$ cat src/rtl/vga_timing.sv
// Raster timing generator and VGA output stage: pixel enable, hc/vc counters,
// sync/blank delay line matched to the compositor pipeline, RGB332 -> 4:4:4.
module vga_timing #(
  parameter int H_VISIBLE   = 640,
  parameter int H_FRONT     = 16,
  parameter int H_SYNC      = 96,
  parameter int H_BACK      = 48,
  parameter int V_VISIBLE   = 480,
  parameter int V_FRONT     = 10,
  parameter int V_SYNC      = 2,
  parameter int V_BACK      = 33,
  parameter int PIPE_DELAY  = 2,
  parameter int ANIM_FRAMES = 8
) (
  input  logic       clk,
  input  logic       rst,
  input  logic [7:0] color_in,
  output logic [9:0] hc,
  output logic [9:0] vc,
  output logic       pix_en,
  output logic [3:0] vga_r,
  output logic [3:0] vga_g,
  output logic [3:0] vga_b,
  output logic       hsync,
  output logic       vsync,
  output logic       frame_start,
  output logic       ghost_animation
);

  localparam int H_TOTAL = H_VISIBLE + H_FRONT + H_SYNC + H_BACK;
  localparam int V_TOTAL = V_VISIBLE + V_FRONT + V_SYNC + V_BACK;

  localparam logic [9:0] H_LAST     = 10'(H_TOTAL - 1);
  localparam logic [9:0] V_LAST     = 10'(V_TOTAL - 1);
  localparam logic [9:0] H_VIS_END  = 10'(H_VISIBLE);
  localparam logic [9:0] V_VIS_END  = 10'(V_VISIBLE);
  localparam logic [9:0] HS_FIRST   = 10'(H_VISIBLE + H_FRONT);
  localparam logic [9:0] HS_LAST    = 10'(H_VISIBLE + H_FRONT + H_SYNC - 1);
  localparam logic [9:0] VS_FIRST   = 10'(V_VISIBLE + V_FRONT);
  localparam logic [9:0] VS_LAST    = 10'(V_VISIBLE + V_FRONT + V_SYNC - 1);

  localparam int             FC_W    = (ANIM_FRAMES > 1) ? $clog2(ANIM_FRAMES) : 1;
  localparam logic [FC_W-1:0] FC_LAST = FC_W'(ANIM_FRAMES - 1);

  // Delay-line word layout {visible, hs_n, vs_n}; idle = blank with syncs inactive.
  localparam logic [2:0] PIPE_IDLE = 3'b011;

  logic            r_pix_en;
  logic [9:0]      r_hc;
  logic [9:0]      r_vc;
  logic            r_frame_start;
  logic [FC_W-1:0] r_frame_cnt;
  logic            r_ghost;
  logic [3:0]      r_vga_r;
  logic [3:0]      r_vga_g;
  logic [3:0]      r_vga_b;
  logic            r_hsync;
  logic            r_vsync;

  logic       w_h_last;
  logic       w_v_last;
  logic       w_visible;
  logic       w_hs_n;
  logic       w_vs_n;
  logic [2:0] w_raw;
  logic [2:0] w_dly;

  assign w_h_last  = (r_hc == H_LAST);
  assign w_v_last  = (r_vc == V_LAST);
  assign w_visible = (r_hc < H_VIS_END) && (r_vc < V_VIS_END);
  assign w_hs_n    = !((r_hc >= HS_FIRST) && (r_hc <= HS_LAST));
  assign w_vs_n    = !((r_vc >= VS_FIRST) && (r_vc <= VS_LAST));
  assign w_raw     = {w_visible, w_hs_n, w_vs_n};

  // pix_en is a free-running divide-by-two; raster state moves only when it is high.
  always_ff @(posedge clk or negedge rst) begin
    if (!rst) begin
      r_pix_en      <= 1'b0;
      r_hc          <= '0;
      r_vc          <= '0;
      r_frame_start <= 1'b0;
    end else begin
      r_pix_en      <= ~r_pix_en;
      r_frame_start <= r_pix_en && w_h_last && w_v_last;
      if (r_pix_en) begin
        if (w_h_last) begin
          r_hc <= '0;
          if (w_v_last) r_vc <= '0;
          else          r_vc <= r_vc + 10'd1;
        end else begin
          r_hc <= r_hc + 10'd1;
        end
      end
    end
  end

  generate
    if (PIPE_DELAY == 0) begin : g_no_pipe
      assign w_dly = w_raw;
    end else begin : g_pipe
      logic [2:0] r_pipe [PIPE_DELAY];

      always_ff @(posedge clk or negedge rst) begin
        if (!rst) begin
          for (int i = 0; i < PIPE_DELAY; i++) r_pipe[i] <= PIPE_IDLE;
        end else if (r_pix_en) begin
          r_pipe[0] <= w_raw;
          for (int i = 1; i < PIPE_DELAY; i++) r_pipe[i] <= r_pipe[i-1];
        end
      end

      assign w_dly = r_pipe[PIPE_DELAY-1];
    end
  endgenerate

  // color_in arrives PIPE_DELAY ticks after its hc/vc, so it lines up with w_dly here.
  always_ff @(posedge clk or negedge rst) begin
    if (!rst) begin
      r_hsync <= 1'b1;
      r_vsync <= 1'b1;
      r_vga_r <= '0;
      r_vga_g <= '0;
      r_vga_b <= '0;
    end else if (r_pix_en) begin
      r_hsync <= w_dly[1];
      r_vsync <= w_dly[0];
      if (w_dly[2]) begin
        r_vga_r <= {color_in[7:5], color_in[7]};
        r_vga_g <= {color_in[4:2], color_in[4]};
        r_vga_b <= {color_in[1:0], color_in[1:0]};
      end else begin
        r_vga_r <= '0;
        r_vga_g <= '0;
        r_vga_b <= '0;
      end
    end
  end

  always_ff @(posedge clk or negedge rst) begin
    if (!rst) begin
      r_frame_cnt <= '0;
      r_ghost     <= 1'b0;
    end else if (r_frame_start) begin
      if (r_frame_cnt == FC_LAST) begin
        r_frame_cnt <= '0;
        r_ghost     <= ~r_ghost;
      end else begin
        r_frame_cnt <= r_frame_cnt + FC_W'(1);
      end
    end
  end

  assign hc              = r_hc;
  assign vc              = r_vc;
  assign pix_en          = r_pix_en;
  assign vga_r           = r_vga_r;
  assign vga_g           = r_vga_g;
  assign vga_b           = r_vga_b;
  assign hsync           = r_hsync;
  assign vsync           = r_vsync;
  assign frame_start     = r_frame_start;
  assign ghost_animation = r_ghost;

endmodule

$ cat config.mk
export PLATFORM = sky130hd
export DESIGN_NAME = vga_timing
export DESIGN_NICKNAME = d
export VERILOG_FILES = /design/src/rtl/vga_timing.sv
export SDC_FILE = /design/constraint.sdc
export NUM_CORES = 1
export LEC_CHECK = 0
export CORE_ASPECT_RATIO = 1.1
export CORE_MARGIN = 3
export CORE_UTILIZATION = 45
export DETAILED_ROUTE_END_ITERATION = 7
export PLACE_DENSITY = 0.78
export REMOVE_ABC_BUFFERS = 1
export SYNTH_ARGS = -nofsm -noshare
export SYNTH_HDL_FRONTEND = slang
export SYNTH_SLANG_ARGS = --single-unit
$ cat constraint.sdc
create_clock -name clk -period 2 [get_ports clk]
set_input_delay 0.6 -clock clk [delete_from_list [all_inputs] [get_ports clk]]
set_output_delay 0.6 -clock clk [all_outputs]
set_load 0.005 [all_outputs]
Word level (Yosys, flattened, before mapping)
Cells that the tools add are included.
{"block": "classes", "mux": 6, "n_addsub": 3, "n_eq_ne": 3, "order_cmp": 6, "n_reduce_logical": 9, "bitwise": 2}
{"cell": "10-bit by 1-bit adder with 10-bit output, second input constant", "n": 2}
{"cell": "10-bit == test, second input constant", "n": 2}
{"cell": "10-bit two-way mux", "n": 2}
{"cell": "4-bit two-way mux", "n": 3}
{"cell": "10-bit >= comparator, second input constant", "n": 1}
{"cell": "10-bit by 9-bit >= comparator with 1-bit output, second input constant", "n": 1}
{"cell": "10-bit <= comparator, second input constant", "n": 1}
{"cell": "10-bit by 9-bit <= comparator with 1-bit output, second input constant", "n": 1}
{"cell": "10-bit < comparator, second input constant", "n": 1}
{"cell": "10-bit by 9-bit < comparator with 1-bit output, second input constant", "n": 1}
{"cell": "1-bit logical AND", "n": 5}
{"cell": "2-bit AND reduction", "n": 2}
{"cell": "3-bit by 1-bit adder with 3-bit output, second input constant", "n": 1}
{"cell": "3-bit == test, second input constant", "n": 1}
{"cell": "3-bit two-way mux", "n": 1}
{"cell": "1-bit logical NOT", "n": 2}
{"cell": "1-bit NOT", "n": 2}
{"block": "totals", "inputBits": 10, "word_cells": 42, "output_inout_bits": 37, "reg_bits": 46}

Depth between registers and ports, before layout
Gate-level depths: netlist (run 1).
{"block": "depth", "word_depth": 3, "depth_mapped": 6, "ltp_nobuf": 6}

Least setup slack after synthesis (run 1)
No wires, ideal clock.
{"block": "synth_timing", "path_type": "flip-flop to flip-flop", "start": "register r_hc[5] (netlist: hc[5])", "end": "register r_vc[3] (netlist: vc[3])", "path_stages_with_launch": 6, "required_time_ns": 1.879, "n_path_buf": 1, "period_less_slack_ns": 1.790, "path_slack_ns": 0.210, "arrival_ns": 1.669, "cell_sequence": "dfrtp_1 -> buf_6 -> nand4bb_4 -> or4_4 -> a21o_1 -> a22o_1"}
{"block": "synth_via", "elab_chain_len": 2}
{"item": "from (decl)", "line_no": "49", "rtl": "logic [9:0] r_hc;"}
{"item": "from (signal assigned)", "line_no": "91", "rtl": "r_hc <= r_hc + 10'd1;"}
{"item": "10-bit == test", "line_no": "68", "rtl": "assign w_h_last = (r_hc == H_LAST);"}
{"item": "2-bit AND reduction (no line)"}
{"item": "to (signal assigned)", "line_no": "89", "rtl": "else r_vc <= r_vc + 10'd1;"}
{"item": "to (decl)", "line_no": "50", "rtl": "logic [9:0] r_vc;"}
No other way between the ends.
A chain may end at the register's enable or synchronous reset.

Worst setup path after layout (run 1)
{"block": "layout_timing", "start": "register r_hsync (netlist: hsync)", "end": "output port hsync"}
{"item": "from (decl)", "line_no": "57", "rtl": "logic r_hsync;"}
{"item": "from (signal assigned)", "line_no": "125", "rtl": "r_hsync <= w_dly[1];"}
{"item": "to (decl)", "line_no": "24", "rtl": "output logic hsync,"}
No word-level cell between the ends.

==> results of run 1 <==
[state kept, by name, indices dropped and copies added, names as in the netlist]
signal	flops
frame_start	1
g_pipe.r_pipe	3
ghost_animation	1
hc	10
hsync	1
pix_en	1
r_frame_cnt	3
vc	10
vga_b	2
vga_g	3
vga_r	3
vsync	1
w_dly	3
[worst register-to-register path, stage by stage (launching register included)]
cell and delay, ns:
dfrtp_1 0.45, nand4bb_4 0.26, or4_4 0.55, a21o_1 0.16, a22o_1 0.22
[path summary, 6_finish.rpt]
check                                      from               to  slack, ns  depth (start not counted)
worst max-delay path                      hsync            hsync       0.06                          1
worst min-delay path                        rst            vc[2]       0.36                          2
worst max register to register            hc[6]            vc[3]       0.24                          4
worst min register to register  ghost_animation  ghost_animation       0.48                          1
max in group asynchronous                   rst            hc[8]       1.25                          2
min in group clk                ghost_animation  ghost_animation       0.48                          1
[layer usage]
layer	up-vias	part of all wire (%)	GRT usage [%]
met4	0	1.5	5.939
met1	724	46	20.50
met2	43	48	26.62
li1	748	-	-
met5	-	0	0
met3	9	4.7	4.222
[power by group through the flow]
stage / logic (mW) / clock network (mW) / registers (mW)
5_1_grt: 0.0784 / 0.724 / 0.863
4_1_cts: 0.0720 / 0.683 / 0.862
2_1_floorplan: 0.00887 / 0 / 0.880
6_report: 0.0699 / 0.664 / 0.862
3_5_place_dp: 0.0718 / 0 / 0.879
3_3_place_gp: 0.0702 / 0 / 0.878
[layout make-up]
type                    count  area (um^2)
clock buffers               6        72.57
clock inverters             2        37.54
fillers                   342         1461
inverters                  15        56.30
multi-input cells         118        829.5
flip-flops and latches     42         1061
well taps                  52        65.06
repair buffers             56        530.5
[cells by family after synthesis]
group / Yosys count
flops: 42
buf+inv: 25
mux: 7
compound gates: 28
fa+ha+maj: 6
xor+xnor: 12
simple gates: 65
[stage by stage]
stage / setup WS, ns / utilization [%] / instances / hold slack (ns)
floorplan: -0.1334 / - / 175 / 0.3044
global placement: 0.2741 / 61.74 / 283 / 0.4574
detailed placement: 0.2399 / 61.74 / 283 / 0.4773
CTS: 0.03977 / 64.42 / 291 / 0.3726
global route: 0.003482 / 64.48 / 291 / 0.3893
finish: 0.05779 / 64.48 / 291 / 0.3597
[cell usage after synthesis, drive strengths merged (2+ instances only)]
cell    count
a21o        2
a21oi       4
a22o        2
and2        2
and3        5
buf         5
clkbuf      5
dfrtp      36
dfstp       6
ha          6
inv        15
mux2        7
nand2       9
nand3      14
nand4       6
nor2       13
nor3        2
nor4        3
nor4b       2
nor4bb      2
o21ai      14
xnor2       9
xor2        3
==> metrics.txt, run 1 <==
# TYPE chip_impl_metric gauge
chip_impl_metric{name="syn_area_per_cell",unit="um^2"} 10.83
chip_impl_metric{name="worst-slew-pin-transition",unit="ns"} 0.5226
chip_impl_info{name="timing.critical_path.slowest_stage_cell",value="dfstp_2"} 1
chip_impl_metric{name="final_hold_violating_endpoints",unit=""} 0
chip_impl_metric{name="route.detailed.drc",unit=""} 0
chip_impl_metric{name="synth-seq-cells",unit=""} 42
chip_impl_info{name="final_common_cell",value="clkdlybuf4s50_1"} 1
chip_impl_metric{name="timing.critical_path.arrival",unit="ns"} 1.34
chip_impl_metric{name="finalInstanceArea",unit="um^2"} 2653
chip_impl_info{name="tritoncts",value="built"} 1
chip_impl_metric{name="postRouteAntennaNets",unit=""} 0
chip_impl_metric{name="synth_top_area_share",unit="%"} 44.94
chip_impl_metric{name="design.core.area",unit="um^2"} 4114
chip_impl_metric{name="post_synth_fa_ha_maj_area_fraction",unit="%"} 3.745
chip_impl_metric{name="numClockSinks",unit=""} 42
chip_impl_info{name="clock_tree.root_cell",value="clkbuf_8"} 1
chip_impl_info{name="synth.area.top_cells",value="dfrtp_1 (45%), dfstp_2 (7.9%), mux2_2 (3.9%), xnor2_1 (3.9%), ha_1 (3.7%)"} 1
chip_impl_metric{name="post_route_cells_drive_above_1_share",unit="%"} 15.48
chip_impl_metric{name="clock-skew-final",unit="ns"} 0.009885
chip_impl_metric{name="dp_hpwl",unit="mm"} 2.978
chip_impl_info{name="rsz_0062_raised_after_global_routing",value="false"} 1
chip_impl_metric{name="unique_masters_post_synth",unit=""} 39
chip_impl_metric{name="finalWeightedCongestion",unit=""} 0.8337
chip_impl_metric{name="final_period_minus_worst_setup_slack",unit="ns"} 1.942
chip_impl_info{name="timing.critical_path.to_type",value="output port"} 1
chip_impl_metric{name="die_width",unit="um"} 69.64
chip_impl_metric{name="setup_tns",unit="ns"} 0
chip_impl_metric{name="port_buffers",unit=""} 46
chip_impl_metric{name="grt_start_max_net_pins",unit=""} 43
chip_impl_metric{name="power",unit="mW"} 1.596
chip_impl_metric{name="antenna_cells_inserted",unit=""} 0
chip_impl_metric{name="comb_power_share",unit="%"} 4.4
chip_impl_metric{name="pwr-share-seq",unit="%"} 54.0
chip_impl_metric{name="holdBufCountCts",unit=""} 0
chip_impl_metric{name="dr_iter_0_viols",unit=""} 89
chip_impl_metric{name="ys_async_sr_fraction",unit="%"} 100.0
chip_impl_metric{name="1st_pass_router_iterations",unit=""} 4
chip_impl_metric{name="tritoncts.num_buffers",unit=""} 5
chip_impl_metric{name="vdd_drop_max",unit="V"} 0.0003052
chip_impl_metric{name="floorplan.die.height",unit="um"} 76.00
chip_impl_metric{name="cp_slowest_stage_delay",unit="ns"} 0.54
chip_impl_metric{name="critPathRequiredTime",unit="ns"} 1.40
chip_impl_metric{name="post_synth_instance_area",unit="um^2"} 2004
chip_impl_info{name="combinational_family_with_the_most_area_after_synthesis",value="simple AND/OR/NAND/NOR gates"} 1
chip_impl_metric{name="powerDensity",unit="nW/um^2"} 601.5
chip_impl_info{name="status",value="finished, final reports clean"} 1
chip_impl_metric{name="top_achievable_clock_speed",unit="MHz"} 514.9
chip_impl_info{name="synth_largest_area_cell",value="dfrtp_1"} 1
chip_impl_metric{name="layout_worst_path_cycle_share",unit="%"} 97.11
chip_impl_metric{name="clockBufferDepth",unit=""} 2
chip_impl_info{name="worst_hold_path_type",value="in -> async"} 1
chip_impl_metric{name="clkTransAtPathRegs",unit="ns"} 0.08
chip_impl_metric{name="sequential_to_total_area_share_from_yosys_stat",unit="%"} 52.81
chip_impl_metric{name="final_nets",unit=""} 254
chip_impl_metric{name="setup-violations-final",unit=""} 0
chip_impl_metric{name="p_sw",unit="mW"} 0.3252
chip_impl_metric{name="htreeDepth",unit=""} 2
chip_impl_metric{name="p_leak",unit="nW"} 1.146
chip_impl_metric{name="max_slew_margin",unit="%"} 65.16
chip_impl_metric{name="cts-resized-gates",unit=""} 0
chip_impl_metric{name="power.internal",unit="mW"} 1.270
chip_impl_metric{name="synth_xor_xnor_area_share",unit="%"} 5.243
chip_impl_metric{name="antenna_found_initial",unit=""} 0
chip_impl_metric{name="synth_edf_count",unit=""} 0
chip_impl_metric{name="cts_setup_buffers",unit=""} 0
chip_impl_metric{name="postRouteWirelength",unit="mm"} 4.079
chip_impl_metric{name="cap_viol_max_count",unit=""} 0
chip_impl_metric{name="grt_overflow",unit=""} 0
chip_impl_metric{name="dpl-instance-area",unit="um^2"} 2540
chip_impl_metric{name="clock_power_share",unit="%"} 41.6
chip_impl_metric{name="finalMaxSlewViolations",unit=""} 0
chip_impl_metric{name="track_usage",unit="%"} 16.18
chip_impl_metric{name="wl_per_cell",unit="um"} 14.02
chip_impl_metric{name="grt_first_pass_wirelength",unit="mm"} 7.093
chip_impl_metric{name="area_growth_syn_to_layout",unit="%"} 32.33
chip_impl_info{name="layout_common_cells",value="clkdlybuf4s50_1 (45), dfrtp_1 (34), inv_1 (15), nand3_1 (14), o21ai_0 (14)"} 1
chip_impl_metric{name="netSwitchingFraction",unit="%"} 20.38
chip_impl_metric{name="netlist_instances",unit=""} 185
chip_impl_metric{name="die-area",unit="um^2"} 5292
chip_impl_metric{name="worst_skew_pair.late_latency",unit="ns"} 0.30
chip_impl_info{name="cell_type_group_with_the_largest_total_delay_on_the_critical_path",value="flip-flops"} 1
chip_impl_metric{name="initial_cell_density_of_the_core",unit="%"} 48.72
chip_impl_metric{name="critPathBufInv",unit=""} 1
chip_impl_metric{name="via_count",unit=""} 1524
chip_impl_metric{name="core.rowCount",unit=""} 24
chip_impl_info{name="cp_cell_sequence",value="clkdlybuf4s50_1"} 1
chip_impl_info{name="leading_register_cell_type_out_of_synthesis",value="dfrtp_1"} 1
chip_impl_metric{name="num_io_pins",unit=""} 47
chip_impl_info{name="crit_path_start_kind",value="flop"} 1
chip_impl_metric{name="synthMuxAreaShare",unit="%"} 3.933
chip_impl_metric{name="synthSimpleGateAreaFrac",unit="%"} 20.04
chip_impl_metric{name="critical_path.max_fanout",unit=""} 2
chip_impl_info{name="setup.worst_path.class",value="reg -> out"} 1
chip_impl_metric{name="yosysWarningCount",unit=""} 0
chip_impl_metric{name="first_global_vias",unit=""} 1584
chip_impl_metric{name="vias_per_cell",unit=""} 5.237
chip_impl_metric{name="synth_compound_gate_area_share",unit="%"} 8.427
(Power assumes the default switching activity.)
==> run 2, diff against run 1 <==
--- a/config.mk
+++ b/config.mk
@@ -8,6 +8,7 @@
 export CORE_ASPECT_RATIO = 1.1
 export CORE_MARGIN = 3
 export CORE_UTILIZATION = 45
+export CTS_CLUSTER_SIZE = 16
 export DETAILED_ROUTE_END_ITERATION = 7
 export PLACE_DENSITY = 0.78
 export REMOVE_ABC_BUFFERS = 1
==> results of run 2 <==
No change in the layout: final DEF, timing and power equal those of run 1.
==> run 3, diff against run 2 <==
--- a/config.mk
+++ b/config.mk
@@ -10,7 +10,9 @@
 export CORE_UTILIZATION = 45
 export CTS_CLUSTER_SIZE = 16
 export DETAILED_ROUTE_END_ITERATION = 7
-export PLACE_DENSITY = 0.78
+export DONT_BUFFER_PORTS = 1
+export HOLD_SLACK_MARGIN = 0.02
+export PLACE_DENSITY = 0.65
 export REMOVE_ABC_BUFFERS = 1
 export SYNTH_ARGS = -nofsm -noshare
 export SYNTH_HDL_FRONTEND = slang
==> metrics.txt, run 3 (same netlist as run 1, synthesis figures left out) <==
# TYPE chip_impl_metric gauge
chip_impl_metric{name="pwr-share-seq",unit="%"} 59.9
chip_impl_metric{name="finalWeightedCongestion",unit=""} 0.8524
chip_impl_metric{name="cap_viol_max_count",unit=""} 0
chip_impl_metric{name="p_leak",unit="nW"} 0.9855
chip_impl_metric{name="antenna_found_initial",unit=""} 0
chip_impl_metric{name="comb_power_share",unit="%"} 2.0
chip_impl_metric{name="p_sw",unit="mW"} 0.2996
chip_impl_metric{name="postRouteWirelength",unit="mm"} 4.212
chip_impl_info{name="rsz_0062_raised_after_global_routing",value="false"} 1
chip_impl_metric{name="worst-slew-pin-transition",unit="ns"} 0.4771
chip_impl_metric{name="floorplan.die.height",unit="um"} 76.00
chip_impl_metric{name="clockBufferDepth",unit=""} 2
chip_impl_metric{name="1st_pass_router_iterations",unit=""} 4
chip_impl_metric{name="fin_cells",unit=""} 246
chip_impl_metric{name="initial_cell_density_of_the_core",unit="%"} 48.72
chip_impl_metric{name="clkTransAtPathRegs",unit="ns"} 0.08
chip_impl_metric{name="vdd_drop_max",unit="V"} 0.0003587
chip_impl_metric{name="design.core.area",unit="um^2"} 4114
chip_impl_metric{name="core.rowCount",unit=""} 24
chip_impl_info{name="layout_common_cells",value="dfrtp_1 (36), inv_1 (15), nand3_1 (14), o21ai_0 (14), nor2_1 (13)"} 1
chip_impl_metric{name="track_usage",unit="%"} 16.55
chip_impl_metric{name="vias_per_cell",unit=""} 5.736
chip_impl_metric{name="dr_iter_0_viols",unit=""} 85
chip_impl_info{name="timing.critical_path.to_type",value="flop"} 1
chip_impl_metric{name="grt_start_max_net_pins",unit=""} 37
chip_impl_metric{name="power.internal",unit="mW"} 1.145
chip_impl_metric{name="final.hold.worst_slack",unit="ns"} 0.1322
chip_impl_metric{name="critPathRequiredTime",unit="ns"} 2.18
chip_impl_info{name="tritoncts",value="built"} 1
chip_impl_info{name="crit_path_start_kind",value="flop"} 1
chip_impl_metric{name="numClockSinks",unit=""} 42
chip_impl_metric{name="die-area",unit="um^2"} 5292
chip_impl_metric{name="route.detailed.drc",unit=""} 0
chip_impl_metric{name="antenna_cells_inserted",unit=""} 0
chip_impl_info{name="status",value="finished, final reports clean"} 1
chip_impl_info{name="setup.worst_path.class",value="reg -> reg"} 1
chip_impl_info{name="final_common_cell",value="dfrtp_1"} 1
chip_impl_metric{name="final_nets",unit=""} 209
chip_impl_metric{name="worst_skew_pair.late_latency",unit="ns"} 0.29
chip_impl_metric{name="htreeDepth",unit=""} 2
chip_impl_metric{name="post_route_cells_drive_above_1_share",unit="%"} 18.04
chip_impl_metric{name="tritoncts.num_buffers",unit=""} 5
chip_impl_metric{name="dp_hpwl",unit="mm"} 2.982
chip_impl_metric{name="grt_overflow",unit=""} 0
chip_impl_metric{name="grt_first_pass_wirelength",unit="mm"} 7.093
chip_impl_metric{name="clock_power_share",unit="%"} 38.1
chip_impl_metric{name="via_count",unit=""} 1411
chip_impl_metric{name="critical_path.max_fanout",unit=""} 7
chip_impl_metric{name="port_buffers",unit=""} 0
chip_impl_metric{name="first_global_vias",unit=""} 1460
chip_impl_metric{name="wl_per_cell",unit="um"} 17.12
chip_impl_metric{name="multi_input_area",unit="um^2"} 829.5
chip_impl_info{name="clock_tree.root_cell",value="clkbuf_8"} 1
chip_impl_metric{name="layout_worst_path_cycle_share",unit="%"} 89.02
chip_impl_metric{name="top_achievable_clock_speed",unit="MHz"} 561.7
chip_impl_metric{name="num_io_pins",unit=""} 47
chip_impl_metric{name="area_growth_syn_to_layout",unit="%"} 9.551
chip_impl_metric{name="postRouteAntennaNets",unit=""} 0
chip_impl_metric{name="post-place-cells",unit=""} 237
chip_impl_metric{name="finalMaxSlewViolations",unit=""} 0
chip_impl_metric{name="die_width",unit="um"} 69.64
chip_impl_metric{name="setup-violations-final",unit=""} 0
chip_impl_metric{name="final.fill_count",unit=""} 340
chip_impl_metric{name="final_period_minus_worst_setup_slack",unit="ns"} 1.780
chip_impl_metric{name="timing.critical_path.arrival",unit="ns"} 1.96
chip_impl_metric{name="powerDensity",unit="nW/um^2"} 658.1
chip_impl_metric{name="final_hold_violating_endpoints",unit=""} 0
chip_impl_metric{name="layout.area.seq",unit="um^2"} 1059
chip_impl_info{name="worst_hold_path_type",value="in -> async"} 1
chip_impl_metric{name="final_core_utilization",unit="%"} 53.38
chip_impl_metric{name="max_slew_margin",unit="%"} 67.95
chip_impl_metric{name="clock-skew-final",unit="ns"} 0.006290
chip_impl_metric{name="netSwitchingFraction",unit="%"} 20.73
## run 3: cell types whose count changed in the layout (fill, tap and decap cells not counted), sizes merged
cell           before  now
bufinv              1    0
clkbuf              6    7
clkdlybuf4s50      45    0
clkinv              0    1
clkinvlp            1    0
## run 3: worst max-delay path: stages, from the launching register on
cell	delay [ns]
dfrtp_1	0.53
nand4bb_4	0.19
or4_4	0.57
a21o_1	0.17
a22o_1	0.21
## run 3: per-stage QoR
step                setup TNS [ns]  instance area [um^2]  power, mW  setup slack, ns
floorplan                  -0.1334                  1944     0.8893          -0.1334
global placement                 0                  2085     0.8914           0.3036
detailed placement               0                  2085     0.8927           0.2465
CTS                              0                  2196      1.472           0.2300
global route                     0                  2196      1.519           0.1057
finish                           0                  2196      1.445           0.2196
## run 3: timing repair
item,CTS,global route
resized for setup,0,0
hold buffers,1,0
endpoints found under the hold margin,36,0
buffers inserted,0,0
## run 3: final timing paths
kind | start | to | slack, ns | cells past startpoint
max | hc[8] | vc[3] | 0.22 | 4
min reg2reg | g_pipe.r_pipe[4] | g_pipe.r_pipe[4] | 0.49 | 2
min in group clk | color_in[2] | vga_g[1] | 0.46 | 2
max reg2reg | hc[8] | vc[3] | 0.22 | 4
min | rst | r_frame_cnt[1] | 0.13 | 1
max in group asynchronous | rst | vc[3] | 1.67 | 1
## run 3: cell type report
class                           instances  share of cell area (%)
Tap cell                               52                   2.963
Sequential cell                        42                   48.21
Clock inverter                          1                  0.2279
Timing Repair Buffer                   11                   4.330
Multi-Input combinational cell        118                   37.78
Clock buffer                            7                   3.932
Inverter                               15                   2.564
## run 3: power by group through the flow
stage / clock network, mW / registers, mW / logic, mW
6_report: 0.551 / 0.866 / 0.0283
3_3_place_gp: 0 / 0.882 / 0.00959
5_1_grt: 0.619 / 0.866 / 0.0341
2_1_floorplan: 0 / 0.880 / 0.00887
3_5_place_dp: 0 / 0.882 / 0.0107
4_1_cts: 0.577 / 0.865 / 0.0298
## run 3: per-layer routing
| metal | up-vias | GRT usage, % | part of all wire [%] |
|---|---|---|---|
| li1 | 651 | - | - |
| met1 | 713 | 19.33 | 39 |
| met2 | 43 | 28.34 | 54 |
| met3 | 4 | 5.805 | 6.2 |
| met4 | 0 | 5.364 | 0.85 |
| met5 | - | 0 | 0 |
